[src/rtl/riscv_pkg.sv]
// Shared RISC-V front-end definitions: machine width, canonical NOP and the
// fetch-queue slot record.
package riscv_pkg;

    localparam int XLEN = 32;

    // addi x0, x0, 0
    localparam logic [XLEN-1:0] NOP_INSTR = 32'h0000_0013;

    typedef struct packed {
        logic [31:0] pc;
        logic [31:0] instr;
        logic        filled;
    } fetch_slot_t;

endpackage

[src/rtl/fetch_queue.sv]
// In-order instruction fetch queue: issues imem requests for the current PC, holds
// {pc, instr} pairs until decode pops them, and squashes everything on a redirect.
module fetch_queue
    import riscv_pkg::*;
#(
    parameter int DEPTH = 4
) (
    input  logic            clk,
    input  logic            reset,
    input  logic [XLEN-1:0] pc_f,
    output logic            stall_f,
    input  logic            flush_f,
    output logic            imem_req_valid,
    input  logic            imem_req_ready,
    output logic [XLEN-1:0] imem_req_addr,
    input  logic            imem_rsp_valid,
    input  logic [XLEN-1:0] imem_rsp_data,
    output logic            valid_d,
    output logic [XLEN-1:0] instr_d,
    output logic [XLEN-1:0] pc_d,
    input  logic            stall_d
);

    localparam int IW = $clog2(DEPTH);
    localparam int PW = IW + 1;

    fetch_slot_t     r_slots [DEPTH];
    logic [PW-1:0]   r_alloc_ptr;
    logic [PW-1:0]   r_fill_ptr;
    logic [PW-1:0]   r_read_ptr;
    logic [PW-1:0]   r_discard_cnt;

    logic [PW-1:0]   w_occ;
    logic [PW:0]     w_budget;
    logic            w_fire;
    logic            w_pop;
    logic            w_rsp_keep;
    logic            w_rsp_drop;
    logic [IW-1:0]   w_alloc_idx;
    logic [IW-1:0]   w_fill_idx;
    logic [IW-1:0]   w_read_idx;
    fetch_slot_t     w_head;

    assign w_alloc_idx = r_alloc_ptr[IW-1:0];
    assign w_fill_idx  = r_fill_ptr[IW-1:0];
    assign w_read_idx  = r_read_ptr[IW-1:0];
    assign w_head      = r_slots[w_read_idx];

    // Outstanding squashed responses still occupy request budget until they drain.
    assign w_occ    = r_alloc_ptr - r_read_ptr;
    assign w_budget = {1'b0, w_occ} + {1'b0, r_discard_cnt};

    assign imem_req_valid = !reset && !flush_f && (w_budget < (PW+1)'(DEPTH));
    assign imem_req_addr  = pc_f;
    assign w_fire         = imem_req_valid && imem_req_ready;
    assign stall_f        = !w_fire && !flush_f;

    // A response with nothing outstanding (alloc==fill, no discards) is dropped.
    assign w_rsp_keep = imem_rsp_valid && (r_discard_cnt == '0) && (r_alloc_ptr != r_fill_ptr);
    assign w_rsp_drop = imem_rsp_valid && (r_discard_cnt != '0);

    assign valid_d = (w_occ != '0) && w_head.filled;
    assign instr_d = valid_d ? w_head.instr : NOP_INSTR;
    assign pc_d    = valid_d ? w_head.pc    : '0;
    assign w_pop   = valid_d && !stall_d && !flush_f;

    always_ff @(posedge clk or posedge reset) begin
        if (reset) begin
            r_alloc_ptr   <= '0;
            r_fill_ptr    <= '0;
            r_read_ptr    <= '0;
            r_discard_cnt <= '0;
            for (int i = 0; i < DEPTH; i++) begin
                r_slots[i] <= '0;
            end
        end else if (flush_f) begin
            r_alloc_ptr   <= r_read_ptr;
            r_fill_ptr    <= r_read_ptr;
            r_discard_cnt <= r_discard_cnt + (r_alloc_ptr - r_fill_ptr) - PW'(w_rsp_keep);
            for (int i = 0; i < DEPTH; i++) begin
                r_slots[i].filled <= 1'b0;
            end
        end else begin
            if (w_fire) begin
                r_slots[w_alloc_idx].pc     <= pc_f;
                r_slots[w_alloc_idx].filled <= 1'b0;
                r_alloc_ptr                 <= r_alloc_ptr + PW'(1);
            end
            if (w_rsp_keep) begin
                r_slots[w_fill_idx].instr  <= imem_rsp_data;
                r_slots[w_fill_idx].filled <= 1'b1;
                r_fill_ptr                 <= r_fill_ptr + PW'(1);
            end
            if (w_rsp_drop) begin
                r_discard_cnt <= r_discard_cnt - PW'(1);
            end
            if (w_pop) begin
                r_slots[w_read_idx].filled <= 1'b0;
                r_read_ptr                 <= r_read_ptr + PW'(1);
            end
        end
    end

    a_rsp_without_request: assert property (@(posedge clk) disable iff (reset)
        !(imem_rsp_valid && (r_discard_cnt == '0) && (r_alloc_ptr == r_fill_ptr)))
        else $warning("fetch_queue: imem response with no outstanding request, dropped");

endmodule

[config.mk]
export PLATFORM = sky130hd
export DESIGN_NAME = fetch_queue
export DESIGN_NICKNAME = d
export VERILOG_FILES = /design/src/rtl/riscv_pkg.sv /design/src/rtl/fetch_queue.sv
export SDC_FILE = /design/constraint.sdc
export NUM_CORES = 1
export LEC_CHECK = 0
export BUFFER_PORTS_ARGS = -buffer_cell sky130_fd_sc_hd__buf_2
export CAP_MARGIN = 10
export CORE_ASPECT_RATIO = 1.25
export CORE_UTILIZATION = 50
export CTS_BUF_LIST = sky130_fd_sc_hd__clkbuf_16
export DETAILED_ROUTE_END_ITERATION = 6
export GPL_TIMING_DRIVEN = 1
export PLACE_DENSITY_LB_ADDON = 0.3
export SLEW_MARGIN = 30
export SYNTH_ARGS = -nofsm -noshare
export SYNTH_HDL_FRONTEND = slang
export SYNTH_SLANG_ARGS = --single-unit
[constraint.sdc]
create_clock -name clk -period 14.5 [get_ports clk]
set_clock_uncertainty 0.1 [all_clocks]
set_input_delay 2.9 -clock clk [delete_from_list [all_inputs] [get_ports clk]]
set_output_delay 2.9 -clock clk [all_outputs]
set_load 0.02 [all_outputs]
==> impl_metrics.toml <==
[run_status]
status = "finished, final reports clean"

[clock_tree]
cts_max_level = 1
cts_buffer_depth = 3
cts_setup_buffers = 0
cts_tree = "yes"
cts-resized-gates = 0
cts_made_buffers = 28
cts_hold_buf = 0
root_buffer = "clkbuf_16"
cts.clk_slew.worst_paths_ps = 60
clk_latency_ps = 530
cts_sinks = 272

[synthesis]
synth_cell_types = 42
synth-edff-count = 0
ys_seq_elements = 272
yosys_warnings = 0
synthCells = 840
syn_area_um2 = 13100
async_flop_share_pct = 100.0
synth_top_flop_cell = "dfrtp_1"
syn_nets = 933
avgSynthCellArea_um2 = 15.59
ys_seq_area_share_pct = 51.98

[power]
ir_worst_vdd_uv = 131.1
p_leak_nw = 7.268
power_frac_seq_pct = 43.7
p_sw_mw = 0.7822
pwr-share-comb_pct = 31.4
swShare_pct = 28.10
clockPowerShare_pct = 24.8
internal-power_mw = 2.001
power_density_nw_per_um2 = 187.7

[place]
port_buffers = 168
dp_hpwl_um = 15420
gp_congestion = 0.7396
placed_cells = 1273

[floorplan]
start_util_pct = 51.44
std_cell_rows = 65
die_area_um2 = 26850
core_um2 = 25460
die_w_um = 146.8
boundaryPins = 169
die_h_um = 182.9

[detailed_routing]
wl_per_cell_um = 19.34
vias_per_cell = 5.569
wl_um = 25530
drcViolationCount = 0
dr.pass1.iters = 4
ant_nets = 0
num_vias = 7351
drtIter0Drc = 252

[worst_setup_path]
critPathArrivalTime_ps = 4180
path_max_fanout = 15
cp_data_required_time_ps = 11500
endpoint_kind = "primary output"
start_kind = "primary input"
worstSetupPathType = "in -> out"

[sta]
slew-limit-headroom_pct = 41.75
fmax_mhz = 139.3
tightest_slew_ps = 873.7
post-route-min-period_ps = 7180
hold_viol_final = 0
drv_slew = 0
setup_violations = 0
final.setup.tns_ps = 0
rsz0062_at_grt = "false"
period_share_pct = 49.52

[layout]
finalNetCount = 1061
multi_input_area_um2 = 5698
area.sequential_um2 = 6814
fillers = 2042
antenna_cells = 0
stdcell_count = 1320
layout_common_cells = "dfrtp_1 (270), mux2_2 (252), buf_2 (168)"
post-route-util_pct = 58.27
drive_gt1_share_pct = 56.14
layout_commonest_cell = "dfrtp_1"
syn_to_final_growth_pct = 13.27

[grt]
antenna_found_initial = 0
grt_max_degree = 146
grt_pass1_vias = 7720
grt_pass1_wl_um = 41290
grtUsageTotal_pct = 19.41
overflow = 0

[min_path]
hold_path_class = "reg -> reg"

[run]
drv_cap = 0
==> worst paths after layout <==
kind	start	cells after the start	end	slack, ps
worst max-delay path	flush_f	4	imem_req_valid	7320
worst min-delay path	register	1	register	390
worst max register to register	r_read_ptr[0]$_DFFE_PP0P_	9	register	9980
worst min register to register	register	1	register	390
max in group asynchronous	reset	3	asynchronous set/reset pin	10540
min in group asynchronous	reset	2	r_discard_cnt[2]$_DFFE_PP0P_	2340
==> routing by layer <==
metal  wire [um]  GRT usage (%)  vias up  share of wire [%]
met5           0              0        -                  0
met4         439          4.542        0                1.7
li1            -              -     3270                  -
met1       11170          25.91     3871                 44
met2       13030          33.88      172                 51
met3         891          2.388       38                3.5
==> stage by stage <==
| stage | setup WS, ps | hold WS [ps] | cell area (um2) | total power, mW |
|---|---|---|---|---|
| 2_1_floorplan | 4005 | 352.6 | 13100 | 1.920 |
| 3_3_place_gp | 7359 | 364.2 | 13920 | 2.084 |
| 3_5_place_dp | 7329 | 382.3 | 13950 | 2.121 |
| 4_1_cts | 7304 | 395.6 | 14830 | 2.824 |
| 5_1_grt | 7231 | 400.9 | 14830 | 2.954 |
| 6_report | 7320 | 392.0 | 14830 | 2.784 |
==> kinds of logic after synthesis <==
kind of cell,after synthesis,synth area share (%)
multiplexers,330,34.05
XOR/XNOR,13,1.032
AO/OA/AOI/OAI,14,0.9555
adder cells (fa/ha/maj),23,2.484
AND/OR/NAND/NOR,90,4.930
buffers and inverters,98,4.567
flip-flops,272,51.98
==> final cells by class <==
| cell class | instances | share of cell area (%) |
|---|---|---|
| flip-flops and latches | 272 | 45.94 |
| multi-input cells | 470 | 38.41 |
| repair buffers | 179 | 6.411 |
| clock buffers | 29 | 4.892 |
| well taps | 335 | 2.826 |
| clock inverters | 18 | 1.004 |
| inverters | 17 | 0.5145 |
==> synthesized netlist by cell type (2+ instances only) <==
| cell | count | area (um2) |
|---|---|---|
| mux2_4 | 5 | 75.07 |
| nand3_4 | 3 | 52.55 |
| nand4_2 | 4 | 50.05 |
| a31oi_1 | 2 | 12.51 |
| nor2b_1 | 44 | 275.3 |
| a21oi_1 | 2 | 10.01 |
| mux2i_1 | 6 | 60.06 |
| o21ai_0 | 3 | 15.01 |
| buf_6 | 9 | 101.4 |
| nor2_1 | 2 | 7.510 |
| xnor2_1 | 10 | 87.58 |
| nand2b_1 | 2 | 12.51 |
| mux2_2 | 252 | 2838 |
| nand3b_1 | 2 | 15.01 |
| a22oi_1 | 3 | 22.52 |
| dfrtp_1 | 272 | 6807 |
| buf_2 | 22 | 110.1 |
| buf_4 | 36 | 270.3 |
| buf_1 | 3 | 11.26 |
| mux4_2 | 65 | 1464 |
| or2_2 | 3 | 18.77 |
| nand2_1 | 3 | 11.26 |
| mux2_1 | 2 | 22.52 |
| and2b_1 | 18 | 135.1 |
| fa_1 | 5 | 100.1 |
| nand3_1 | 4 | 20.02 |
| ha_1 | 18 | 225.2 |
| clkbuf_1 | 11 | 41.29 |
| inv_1 | 16 | 60.06 |
==> worst max-delay path: stages <==
cell	delay (ps)
buf_2	220
clkinv_1	550
and3_1	350
buf_2	150
==> power by group through the flow <==
| stage | clock, mW | combinational (mW) | sequential [mW] |
|---|---|---|---|
| after floorplan | 0 | 0.764 | 1.16 |
| after global placement | 0 | 0.868 | 1.22 |
| after detailed placement | 0 | 0.890 | 1.23 |
| after CTS | 0.713 | 0.893 | 1.22 |
| after global routing | 0.742 | 0.955 | 1.26 |
| final | 0.691 | 0.875 | 1.22 |
Note: power is estimated with default switching activity, not from simulation.
